==> config.mk <==
export PLATFORM = sky130hd
export DESIGN_NAME = timer_apb_slave_flat
export DESIGN_NICKNAME = d
export VERILOG_FILES = /design/src/rtl/timer_apb_slave_if.sv /design/src/rtl/timer_apb_slave.sv /design/src/flat_wrapper.sv
export SDC_FILE = /design/constraint.sdc
export NUM_CORES = 1
export LEC_CHECK = 0
export CORE_AREA = 2 2 67 69
export DETAILED_ROUTE_END_ITERATION = 10
export DIE_AREA = 0 0 69 71
export PLACE_DENSITY = 0.63
export SLEW_MARGIN = 30
export SYNTH_ARGS = -nofsm -noshare
export SYNTH_HDL_FRONTEND = slang
export SYNTH_SLANG_ARGS = --single-unit
==> constraint.sdc <==
create_clock -name pclk -period 3.5 [get_ports pclk]
set_input_delay 1.05 -clock pclk [delete_from_list [all_inputs] [get_ports pclk]]
set_output_delay 1.05 -clock pclk [all_outputs]
set_load 0.05 [all_outputs]
==> src/rtl/timer_apb_slave_if.sv <==
// rtl/timer_apb_slave_if.sv - APB-style register bus between CPU master and timer slave
interface timer_apb_if #(
    parameter int ADDR_W = 8
);
    logic              psel;
    logic              penable;
    logic              pwrite;
    logic [ADDR_W-1:0] paddr;
    logic [7:0]        pwdata;
    logic [7:0]        prdata;
    logic              pready;
    logic              pslverr;

    modport master (
        output psel, penable, pwrite, paddr, pwdata,
        input  prdata, pready, pslverr
    );

    modport slave (
        input  psel, penable, pwrite, paddr, pwdata,
        output prdata, pready, pslverr
    );
endinterface

==> src/rtl/timer_apb_slave.sv <==
// rtl/timer_apb_slave.sv - APB-style register responder for the 8-bit timer
module timer_apb_slave #(
    parameter int WAIT_CYCLES = 1,
    parameter int ADDR_W      = 8
) (
    input  logic         pclk,
    input  logic         presetn,
    timer_apb_if.slave   apb,
    output logic [7:0]   tdr,
    output logic         load,
    output logic         dw,
    output logic         en,
    output logic [1:0]   clk_sel,
    input  logic [7:0]   cnt,
    input  logic         ovf_set,
    input  logic         udf_set,
    output logic [1:0]   tsr
);

    typedef enum logic [1:0] {
        IDLE   = 2'd0,
        SETUP  = 2'd1,
        ACCESS = 2'd2
    } state_t;

    state_t      state, state_nxt;
    logic [2:0]  wait_cnt, wait_nxt;
    logic        complete;
    logic        addr_valid;
    logic        access_err;
    logic        wr_commit;
    logic [1:0]  reg_sel;
    logic [7:0]  rd_mux;
    logic [1:0]  tsr_nxt;

    assign reg_sel    = apb.paddr[1:0];
    assign addr_valid = (apb.paddr < ADDR_W'(4));
    // Unmapped addresses and any write to the read-only counter are errors.
    assign access_err = !addr_valid || (apb.pwrite && reg_sel == 2'd3);
    assign wr_commit  = complete && apb.pwrite && !access_err;

    // FSM state and wait counter registers.
    always_ff @(posedge pclk or negedge presetn) begin
        if (!presetn) begin
            state    <= IDLE;
            wait_cnt <= 3'd0;
        end else begin
            state    <= state_nxt;
            wait_cnt <= wait_nxt;
        end
    end

    // Next-state, wait-state countdown and completion strobe.
    always_comb begin
        state_nxt = state;
        wait_nxt  = wait_cnt;
        complete  = 1'b0;
        case (state)
            IDLE: begin
                if (apb.psel && !apb.penable) state_nxt = SETUP;
            end
            SETUP: begin
                if (apb.psel && apb.penable) begin
                    state_nxt = ACCESS;
                    wait_nxt  = 3'(WAIT_CYCLES);
                end else begin
                    state_nxt = IDLE;
                end
            end
            ACCESS: begin
                if (!apb.psel) begin
                    // Master walked away before completion: drop it silently.
                    state_nxt = IDLE;
                end else if (wait_cnt != 3'd0) begin
                    wait_nxt = wait_cnt - 3'd1;
                end else begin
                    complete  = 1'b1;
                    state_nxt = (apb.psel && !apb.penable) ? SETUP : IDLE;
                end
            end
            default: state_nxt = IDLE;
        endcase
    end

    // Read mux; reserved bits and unmapped addresses return zero.
    always_comb begin
        rd_mux = 8'h00;
        if (addr_valid) begin
            case (reg_sel)
                2'd0:    rd_mux = tdr;
                2'd1:    rd_mux = {load, 1'b0, dw, en, 2'b00, clk_sel};
                2'd2:    rd_mux = {6'b0, tsr};
                default: rd_mux = cnt;
            endcase
        end
    end

    assign apb.pready  = complete;
    assign apb.pslverr = complete && access_err;
    assign apb.prdata  = (complete && !apb.pwrite) ? rd_mux : 8'h00;

    // Sticky status: software writes 0 to clear, hardware events always win.
    always_comb begin
        tsr_nxt = tsr;
        if (wr_commit && reg_sel == 2'd2) tsr_nxt = tsr & apb.pwdata[1:0];
        tsr_nxt = tsr_nxt | {udf_set, ovf_set};
    end

    // Control and status registers, updated only on a committed write.
    always_ff @(posedge pclk or negedge presetn) begin
        if (!presetn) begin
            tdr     <= 8'h00;
            load    <= 1'b0;
            dw      <= 1'b0;
            en      <= 1'b0;
            clk_sel <= 2'b00;
            tsr     <= 2'b00;
        end else begin
            tsr <= tsr_nxt;
            if (wr_commit && reg_sel == 2'd0) tdr <= apb.pwdata;
            if (wr_commit && reg_sel == 2'd1) begin
                load    <= apb.pwdata[7];
                dw      <= apb.pwdata[5];
                en      <= apb.pwdata[4];
                clk_sel <= apb.pwdata[1:0];
            end
        end
    end

endmodule

==> src/flat_wrapper.sv <==
// flat-port wrapper written by rule: the top's interface ports become plain ports
module timer_apb_slave_flat 
#(
    parameter int WAIT_CYCLES = 1,
    parameter int ADDR_W      = 8
)
  (pclk, presetn, tdr, load, dw, en, clk_sel, cnt, ovf_set, udf_set, tsr, apb_psel, apb_penable, apb_pwrite, apb_paddr, apb_pwdata, apb_prdata, apb_pready, apb_pslverr);
  timer_apb_if #(.ADDR_W(ADDR_W)) apb_i ();
  input  logic pclk;
  input  logic presetn;
  output logic [7:0] tdr;
  output logic load;
  output logic dw;
  output logic en;
  output logic [1:0] clk_sel;
  input  logic [7:0] cnt;
  input  logic ovf_set;
  input  logic udf_set;
  output logic [1:0] tsr;
  input wire logic [$bits(apb_i.psel)-1:0] apb_psel;
  input wire logic [$bits(apb_i.penable)-1:0] apb_penable;
  input wire logic [$bits(apb_i.pwrite)-1:0] apb_pwrite;
  input wire logic [$bits(apb_i.paddr)-1:0] apb_paddr;
  input wire logic [$bits(apb_i.pwdata)-1:0] apb_pwdata;
  output wire logic [$bits(apb_i.prdata)-1:0] apb_prdata;
  output wire logic [$bits(apb_i.pready)-1:0] apb_pready;
  output wire logic [$bits(apb_i.pslverr)-1:0] apb_pslverr;
  assign apb_i.psel = apb_psel;
  assign apb_i.penable = apb_penable;
  assign apb_i.pwrite = apb_pwrite;
  assign apb_i.paddr = apb_paddr;
  assign apb_i.pwdata = apb_pwdata;
  assign apb_prdata = apb_i.prdata;
  assign apb_pready = apb_i.pready;
  assign apb_pslverr = apb_i.pslverr;
  timer_apb_slave #(.WAIT_CYCLES(WAIT_CYCLES), .ADDR_W(ADDR_W)) u_core (.pclk(pclk), .presetn(presetn), .apb(apb_i), .tdr(tdr), .load(load), .dw(dw), .en(en), .clk_sel(clk_sel), .cnt(cnt), .ovf_set(ovf_set), .udf_set(udf_set), .tsr(tsr));
endmodule
==> metrics.txt, run 1 <==
Post-Route WL=3020 um; dpl hpwl=2490 um; vias=989; RSZ-0062 raised after global routing=true; Critical Path Sink Type=output port; row count=24; CP startpoint=apb_paddr[5]; CTS root buffer=clkbuf_8; Synth Net Count=130; Rel. slew slack=66.3%; dominant cells by area after synthesis=dfrtp_1 45%, mux2_2 15%, mux4_2 4.0%; leakage=0.870 nW; antenna-violating nets left=0; htree depth=1; Vias/cell=4.56; r2r setup slk=1370 ps; Starting Density=26.5%; clock slew at reported path FFs=70 ps; CP arrival=2650 ps; Core ar.=4200 um2; Hold WC Path Type=register to register; syn_area_per_cell=11.5 um2; failing checks=setup timing; die area=4900 um2; achievable frequency=270 MHz; CTS Sinks=20; Setup Total Neg Slack=-1350 ps; Port Buf Inserts=55; Max-Cap Viols=0; clock tree buffer depth=2; first-pass GRT wire length=4880 um; Net Sw Power=0.103 mW; largest net degree at the start of global routing=21; Pre-Repair DR Iteration Count=4; I/O pins=56; antenna diode count=0; RR Startpoint=u_core.wait_cnt[0]$_DFFE_PN0P_; antenna violations before repair=0; dpl cell area=2000 um2; Worst Clk Skew=4.69 ps; setup ws final=-198 ps; CTS tree=yes; number of global-route vias before repair=1052; Post-Route Utilization=49.5%; cts hold-fix bufs=0; terminus of the critical flop-to-flop path=u_core.en$_DFFE_PN0P_; Design Power=0.536 mW; Overall Global Routing Usage=12.4%; Final Cycle Share=106%; gpl congestion=0.787; total CTS buffers=3; clock power share=41.7%; fin crit period=3700 ps; crit-path max FO=7; CP Class=input port to output port; area grow syn2layout=86.3%; Worst Max-Slew Pin Slew=504 ps; DRT iter0 DRCs=27; pre-CTS WS=-570 ps; VDD IR-drop max=353 uV; synthesized cell area=1120 um2; Final #Nets=199; die width=69 um; combinational power share=14.4%; Final Hold Fails=0; WP data required=2450 ps; Post-Synthesis Cells=97; Die Y=71 um; CP endpoint=apb_prdata[7]; PwrDens=258 nW/um2; cell area after layout=2080 um2; yosys warns=0; area leader, netlist=dfrtp_1; Setup-failing EPs final=8; DRC viols=0; global route overflow=0; Final Max Tran Viols=0; Clk Latency, worst-skew pair=250 ps; Seq/Total Area, Yosys=44.8%; Flop pwr share=43.9%; internal power=0.433 mW; WL per Instance=13.9 um; layout cells sized above 1=41.2%; status=finished, violations left; Setup Buffers After CTS=0; number of library cell types mapped by synthesis=26; Yosys reg bits=20; crit path launch type=input port; sw frac=19.2%; top-area cell type share of the netlist area=44.8%; worst-case reg-to-reg path depth=7
per-stage QoR:
| step | hold WS [ps] | std cells |
|---|---|---|
| 2_1_floorplan | 450 | 97 |
| 3_3_place_gp | 468 | 213 |
| 3_5_place_dp | 488 | 213 |
| 4_1_cts | 497 | 217 |
| 5_1_grt | 514 | 217 |
| 6_report | 499 | 217 |
layer usage:
metal / up-vias / track usage (%) / share of wire, %
li1: 486 / - / -
met5: - / 0 / 0
met3: 2 / 1.99 / 4.8
met2: 30 / 23.3 / 51
met4: 0 / 2.61 / 0.76
met1: 471 / 14.9 / 44
critical path: stages:
cell and delay [ps]:
buf_6 90, or4_4 520, or4_4 520, buf_12 170, a21oi_4 140, buf_12 150
power by group through the flow:
stage	sequential, mW	combinational, mW	clock [mW]
after floorplan	0.240	0.0269	0
after global placement	0.240	0.0773	0
after detailed placement	0.240	0.0794	0
after CTS	0.235	0.0786	0.231
after global routing	0.236	0.0841	0.243
final	0.236	0.0773	0.223
how the worst min path moves through the flow:
stage / from / endpoint / slack, ps / depth (start not counted)
detailed placement: u_core.state[0]$_DFFE_PN0P_ / u_core.state[0]$_DFFE_PN0P_ / 490 / 1
finish: u_core.state[0]$_DFFE_PN0P_ / u_core.state[0]$_DFFE_PN0P_ / 500 / 1
global placement: u_core.state[0]$_DFFE_PN0P_ / u_core.state[0]$_DFFE_PN0P_ / 470 / 1
global route: u_core.state[0]$_DFFE_PN0P_ / u_core.state[0]$_DFFE_PN0P_ / 510 / 1
CTS: u_core.state[0]$_DFFE_PN0P_ / u_core.state[0]$_DFFE_PN0P_ / 500 / 1
floorplan: u_core.state[0]$_DFFE_PN0P_ / u_core.state[0]$_DFFE_PN0P_ / 450 / 1
Yosys cell counts:
master	number
buf_2	1
or4_4	1
a31oi_1	2
a22oi_1	3
clkbuf_1	3
a21oi_1	4
nand3b_1	2
ha_1	2
mux2_2	15
a21boi_1	1
nand2b_1	1
nand4b_1	1
inv_1	4
and2_1	1
nor4_4	2
mux4_2	2
nor2b_1	3
or2_2	4
nor2_1	10
nand2_1	4
nor3b_1	3
nor4b_1	1
or3b_2	2
dfrtp_1	20
or4_1	1
mux2i_1	4
what timing repair did:
action | CTS | global route
resized for setup | 18 | 3
setup endpoints to repair | 9 | 9
pin swaps | 2 | 4
cells in the final DEF, fill, tap and decap left out, types with 4 or more instances in the layout:
cell	n
buf_12	12
buf_4	11
clkdlybuf4s50_1	38
dfrtp_1	20
inv_1	4
mux2_2	15
mux2i_1	4
nand2_1	4
nor2_1	7
layout make-up:
cell class / instances / area [um2]
Clock buffer: 3 / 41.3
Clock inverter: 1 / 30.0
Fill cell: 376 / 2120
Inverter: 4 / 15.0
Multi-Input combinational cell: 69 / 667
Sequential cell: 20 / 500
Tap cell: 52 / 65.1
Timing Repair Buffer: 68 / 761
state kept, by name, summed over array words and instances (netlist names):
signal	count
u_core.clk_sel	2
u_core.dw	1
u_core.en	1
u_core.load	1
u_core.state	2
u_core.tdr	8
u_core.tsr	2
u_core.wait_cnt	3
kinds of logic after synthesis:
| group | Yosys count | share of synthesized area (%) |
|---|---|---|
| AND/OR/NAND/NOR | 36 | 21.7 |
| multiplexers | 21 | 22.8 |
| flip-flops | 20 | 44.8 |
| AO/OA/AOI/OAI | 10 | 5.61 |
| buffers and inverters | 8 | 2.80 |
| adder cells (fa/ha/maj) | 2 | 2.24 |
No activity file was read; power rests on OpenSTA's default activity.
==> run 2: changes to the inputs <==
--- a/config.mk
+++ b/config.mk
@@ -5,10 +5,10 @@
 export SDC_FILE = /design/constraint.sdc
 export NUM_CORES = 1
 export LEC_CHECK = 0
-export CORE_AREA = 2 2 67 69
+export CORE_AREA = 2 2 57 59
 export DETAILED_ROUTE_END_ITERATION = 10
-export DIE_AREA = 0 0 69 71
-export PLACE_DENSITY = 0.63
+export DIE_AREA = 0 0 59 61
+export PLACE_DENSITY = 0.82
 export SLEW_MARGIN = 30
 export SYNTH_ARGS = -nofsm -noshare
 export SYNTH_HDL_FRONTEND = slang
==> run 2 against run 1 <==
- the run still ends with setup timing left
- global-route usage increased by 7.6 points
- critical path depth unchanged
- cell area decreased by 4.2%
- non-clock buffer count decreased by 1
- sequential share of layout area increased by 1.1 points
- highest routed layer unchanged
- largest power group unchanged
- die area decreased by 27%
- worst hold slack improved by 24 ps
- wire length increased by 12%
==> metrics.txt, run 2 (same netlist as run 1, synthesis figures left out) <==
status=finished, violations left; failing checks=setup timing; CP arrival=2650 ps (about the same); Clk Latency, worst-skew pair=310 ps (+60 ps); Rel. slew slack=65.5% (-0.79 points); dpl cell area=1950 um2 (-2.2%); Pre-Repair DR Iteration Count=5 (+1); Worst Clk Skew=6.84 ps (+2.14 ps); Max-Cap Viols=0 (unchanged); CTS Sinks=20 (unchanged); Top reg by flops=u_core.tdr; area grow syn2layout=78.5%; dpl hpwl=2790 um (+12%); Hold WC Path Type=register to register; achievable frequency=270 MHz (about the same); htree depth=1 (unchanged); first-pass GRT wire length=5310 um (+8.9%); antenna diode count=0 (unchanged); Starting Density=37.8% (+11 points); Final #Nets=198 (-0.50%); Final Cycle Share=106% (about the same); PwrDens=213 nW/um2 (-17%); gpl congestion=0.836 (+6.3%); cell area after layout=1990 um2 (-4.2%); DRT iter0 DRCs=15 (-44%); commonest non-fill, non-tap cell in the layout=clkdlybuf4s50_1; Die Y=61 um (-14%); cts hold-fix bufs=0 (unchanged); Vias/cell=5.28 (+16%); placed cell count=193 (-9.4%); Final Max Tran Viols=0 (unchanged); I/O pins=56 (unchanged); largest net degree at the start of global routing=21 (unchanged); global route overflow=0 (unchanged); setup ws final=-201 ps (-3.32 ps); leakage=0.849 nW (-2.4%); Setup-failing EPs final=8 (unchanged); clock tree buffer depth=2 (unchanged); Critical Path Sink Type=output port; row count=20 (-17%); number of global-route vias before repair=1139 (+8.3%); crit path launch type=input port; critical path cell sequence=buf_6 > or4_4 > or4_4 > buf_12 > a21oi_4 > buf_12; Hold WS=523 ps (+24.0 ps); VDD IR-drop max=171 uV (-52%); critical path's largest stage delay=520 ps (about the same); CP max stage cell=or4_4; Port Buf Inserts=55 (unchanged); non-filler cells, final=196 (-9.7%); layout cells sized above 1=39.3% (-1.9 points); top flop regs=u_core.tdr: 8 flops, u_core.wait_cnt: 3 flops; Final Hold Fails=0 (unchanged); Core ar.=2950 um2 (-30%); number of flip-flops under the largest register name=8 (unchanged); die width=59 um (-14%); area taken by multi-input logic gates=662 um2 (-0.75%); Post-Route WL=3390 um (+12%); vias=1035 (+4.7%); antenna-violating nets left=0 (unchanged); Worst Max-Slew Pin Slew=515 ps (+11.9 ps); Setup Total Neg Slack=-1410 ps (-58.6 ps); antenna violations before repair=0 (unchanged); Fillers=232 (-38%); clock slew at reported path FFs=110 ps (+40 ps); most frequent cells in the layout=38 x clkdlybuf4s50_1, 20 x dfrtp_1, 15 x mux2_2; DRC viols=0 (unchanged); WL per Instance=17.3 um (+24%); Overall Global Routing Usage=20.0% (+7.6 points); CP Class=input port to output port; Register Area=500 um2 (unchanged); CTS tree=yes; total CTS buffers=3 (unchanged); fin crit period=3700 ps (+3.32 ps); CTS root buffer=clkbuf_4; RSZ-0062 raised after global routing=true; WP data required=2450 ps (about the same); crit-path max FO=8 (+1); Design Power=0.424 mW (-21%); die area=3600 um2 (-27%)
[run 2: power by group]
part / internal [mW] / switching (mW) / total (mW)
clock network: 0.0403 / 0.0705 / 0.111
registers: 0.234 / 0.00196 / 0.236
logic: 0.0473 / 0.0306 / 0.0779
[run 2: stage by stage]
step	worst slack (ps)	utilization, %
after floorplan	-186	-
after global placement	-521	66.1
after detailed placement	-537	66.1
after CTS	-224	67.2
after global routing	-236	67.5
final	-201	67.5
[run 2: worst max-delay path: cells and delay by family]
family,cells,cell delay (ps)
buffers and inverters,3,410
AND/OR/NAND/NOR,2,1030
AO/OA/AOI/OAI,1,150
[run 2: final timing paths]
kind                                                 from                             end  slack [ps]  cells past startpoint
max reg2reg                u_core.wait_cnt[0]$_DFFE_PN0P_  u_core.wait_cnt[2]$_DFFE_PN0P_        1370                      6
min reg2reg                   u_core.state[0]$_DFFE_PN0P_     u_core.state[0]$_DFFE_PN0P_         520                      1
min in group asynchronous                         presetn  u_core.wait_cnt[0]$_DFFE_PN0P_         660                      1
min                           u_core.state[0]$_DFFE_PN0P_     u_core.state[0]$_DFFE_PN0P_         520                      1
max in group asynchronous                         presetn           u_core.dw$_DFFE_PN0P_        2530                      1
max                                          apb_paddr[4]                   apb_prdata[5]        -200                      6
[run 2: timing repair]
action                                  in CTS  in global routing
pin swaps                                    3                  5
endpoints found under the setup margin       9                  8
gates resized for setup                     17                  3
buffers inserted                             0                  0
[run 2: per-layer routing]
layer  vias to the layer above  track usage (%)  wire length, um
met5                         -                0                0
li1                        478                -                -
met1                       515             23.1             1340
met3                         7             1.92              174
met2                        35             37.0             1810
met4                         0             9.42               69
[run 2: final cells by class]
type,count,share of cell area [%]
clock buffers,3,1.13
inverters,4,0.754
multi-input cells,69,33.2
flip-flops and latches,20,25.1
well taps,33,2.07
repair buffers,67,37.7
==> run 3: changes to the inputs <==
--- a/config.mk
+++ b/config.mk
@@ -5,9 +5,9 @@
 export SDC_FILE = /design/constraint.sdc
 export NUM_CORES = 1
 export LEC_CHECK = 0
-export CORE_AREA = 2 2 57 59
+export CORE_AREA = 3 3 58 60
 export DETAILED_ROUTE_END_ITERATION = 10
-export DIE_AREA = 0 0 59 61
+export DIE_AREA = 0 0 61 63
 export PLACE_DENSITY = 0.82
 export SLEW_MARGIN = 30
 export SYNTH_ARGS = -nofsm -noshare
==> run 3 against run 2 <==
- the run still ends with setup timing left
- first-iteration DRC count grew 87%
- register-to-register slack got worse by 40 ps
- sequential power about the same
- non-clock buffer count is the same
- sequential cell count stayed put
- worst hold slack got worse by 34 ps
- clock-buffer cell count is 1 higher
- cell area grew 0.75%
- final cell count up 0.51%
- clock power increased by 16%
- power rose by 4.3%
- sequential share of layout area fell by 0.19 points
==> metrics.txt, run 3 (same netlist as run 1, synthesis figures left out) <==
failing checks=setup timing; area grow syn2layout=79.8%; PwrDens=220 nW/um2 (+3.5%); htree depth=1 (unchanged); antenna diode count=0 (unchanged); WP data required=2450 ps (about the same); clock power share=29.2% (+3.1 points); CTS tree=yes; I/O pins=56 (unchanged); Worst Max-Slew Pin Slew=514 ps (-1.60 ps); achievable frequency=271 MHz (+0.46%); sw frac=22.3% (-2.0 points); critical path's largest stage delay=520 ps (about the same); layout cells sized above 1=40.2% (+0.98 points); leakage=0.864 nW (+1.7%); Starting Density=37.5% (-0.32 points); clock slew at reported path FFs=100 ps (about the same); Vias/cell=5.18 (-1.9%); antenna violations before repair=0 (unchanged); number of flip-flops under the largest register name=8 (unchanged); cts hold-fix bufs=0 (unchanged); Hold WC Path Type=register to register; combinational power share=17.6% (-0.8 points); antenna-violating nets left=0 (unchanged); Die Y=63 um (+3.3%); crit path launch type=input port; VDD IR-drop max=168 uV (-1.4%); Top reg by flops=u_core.tdr; CP Class=input port to output port; Overall Global Routing Usage=18.2% (-1.7 points); Post-Route Utilization=67.4% (about the same); largest net degree at the start of global routing=21 (unchanged); Critical Path Sink Type=output port; non-filler cells, final=197 (+0.51%); most frequent cells in the layout=37 x clkdlybuf4s50_1, 20 x dfrtp_1, 15 x mux2_2; r2r setup slk=1330 ps (-40 ps); first-pass GRT wire length=5250 um (-1.2%); DRC viols=0 (unchanged); terminus of the critical flop-to-flop path=u_core.wait_cnt[1]$_DFFE_PN0P_; Final Cycle Share=105% (-0.48 points); CP max stage cell=or4_4; clock tree buffer depth=2 (unchanged); internal power=0.344 mW (+7.0%); worst-case reg-to-reg path depth=6 (unchanged); Net Sw Power=0.0987 mW (-4.2%); Rel. slew slack=65.6% (+0.11 points); status=finished, violations left; CTS root buffer=clkbuf_4; Final Hold Fails=0 (unchanged); total CTS buffers=3 (unchanged); Hold Path Stages=1 (unchanged); fin crit period=3680 ps (-16.9 ps); RSZ-0062 raised after global routing=true; placed cell count=193 (unchanged); gpl congestion=0.727 (-13%); die width=61 um (+3.4%); top flop regs=u_core.tdr: 8 flops, u_core.wait_cnt: 3 flops; RR Startpoint=u_core.wait_cnt[0]$_DFFE_PN0P_; critical path cell sequence=buf_6 > or4_4 > or4_4 > buf_12 > a21oi_4 > buf_12; global route overflow=0 (unchanged); Pre-Repair DR Iteration Count=4 (-1); Clk Latency, worst-skew pair=290 ps (-20 ps); crit-path max FO=8 (unchanged); hold_sp=u_core.state[0]$_DFFE_PN0P_; CTS Sinks=20 (unchanged); Port Buf Inserts=55 (unchanged); Setup Total Neg Slack=-1360 ps (+51.4 ps); CP startpoint=apb_paddr[5]; dpl hpwl=2670 um (-4.4%); Final Max Tran Viols=0 (unchanged); Max-Cap Viols=0 (unchanged); Final #Nets=198 (unchanged); CP arrival=2630 ps (-20 ps); commonest non-fill, non-tap cell in the layout=clkdlybuf4s50_1; row count=20 (unchanged); Worst Clk Skew=7.97 ps (+1.13 ps); Flop pwr share=53.2% (-2.3 points); setup ws final=-184 ps (+16.9 ps); WL per Instance=16.5 um (-4.8%); Core ar.=2980 um2 (+0.85%); Hold Path Sink=u_core.state[0]$_DFFE_PN0P_; vias=1020 (-1.4%); Post-Route WL=3240 um (-4.3%); number of global-route vias before repair=1110 (-2.5%); die area=3840 um2 (+6.8%); DRT iter0 DRCs=28 (+13); Setup-failing EPs final=8 (unchanged)
==> run 3: cell count changes in the layout (fill, tap and decap cells not counted) <==
cell / before / now
buf_2: 2 / 3
clkbuf_8: 0 / 1
clkdlybuf4s50_1: 38 / 37
buf_6: 2 / 1
dlymetal6s2s_1: 2 / 3
a22oi_1: 3 / 2
a22oi_2: 0 / 1
==> run 3: what timing repair did <==
item                       CTS  global route
pin swaps                    5             2
setup endpoints to repair    9             8
setup buffers                0             0
gates resized for setup     17             4
==> run 3: power groups by stage <==
stage | Clock (mW) | Sequential, mW | Combinational [mW]
6_report | 0.129 | 0.235 | 0.0781
5_1_grt | 0.143 | 0.236 | 0.0840
4_1_cts | 0.135 | 0.235 | 0.0789
3_5_place_dp | 0 | 0.240 | 0.0790
3_3_place_gp | 0 | 0.240 | 0.0757
2_1_floorplan | 0 | 0.240 | 0.0269
==> run 3: worst max path at each step <==
stage                                to  slack [ps]  cells past startpoint
after detailed placement  apb_prdata[5]        -520                      6
after floorplan           apb_prdata[4]        -190                      4
after global routing      apb_prdata[5]        -210                      6
after global placement    apb_prdata[4]        -520                      6
final                     apb_prdata[7]        -180                      6
after CTS                 apb_prdata[7]        -210                      6
==> run 3: area by class of cell <==
| class | count | area, um2 |
|---|---|---|
| Clock buffer | 4 | 36.3 |
| Fill cell | 225 | 971 |
| Inverter | 4 | 15.0 |
| Multi-Input combinational cell | 69 | 667 |
| Sequential cell | 20 | 500 |
| Tap cell | 33 | 41.3 |
| Timing Repair Buffer | 67 | 747 |
==> run 3: metal layers <==
| layer | wire [um] | vias up | track usage, % |
|---|---|---|---|
| met5 | 0 | - | 0 |
| met2 | 1780 | 28 | 31.7 |
| met4 | 77 | 0 | 8.13 |
| met3 | 129 | 8 | 1.65 |
| met1 | 1260 | 498 | 22.0 |
| li1 | - | 486 | - |
==> run 3: worst max-delay path, delay by kind of cell <==
family	cells	cell delay (ps)
AND/OR/NAND/NOR	2	1030
AO/OA/AOI/OAI	1	130
buffers and inverters	3	410
==> run 3: stage by stage <==
| stage | power, mW | instance area, um2 | setup WS, ps | hold slack (ps) |
|---|---|---|---|---|
| floorplan | 0.267 | 1200 | -186 | 450 |
| global placement | 0.315 | 1950 | -520 | 468 |
| detailed placement | 0.319 | 1950 | -519 | 479 |
| CTS | 0.450 | 2000 | -207 | 490 |
| global route | 0.463 | 2010 | -206 | 547 |
| finish | 0.442 | 2010 | -184 | 488 |
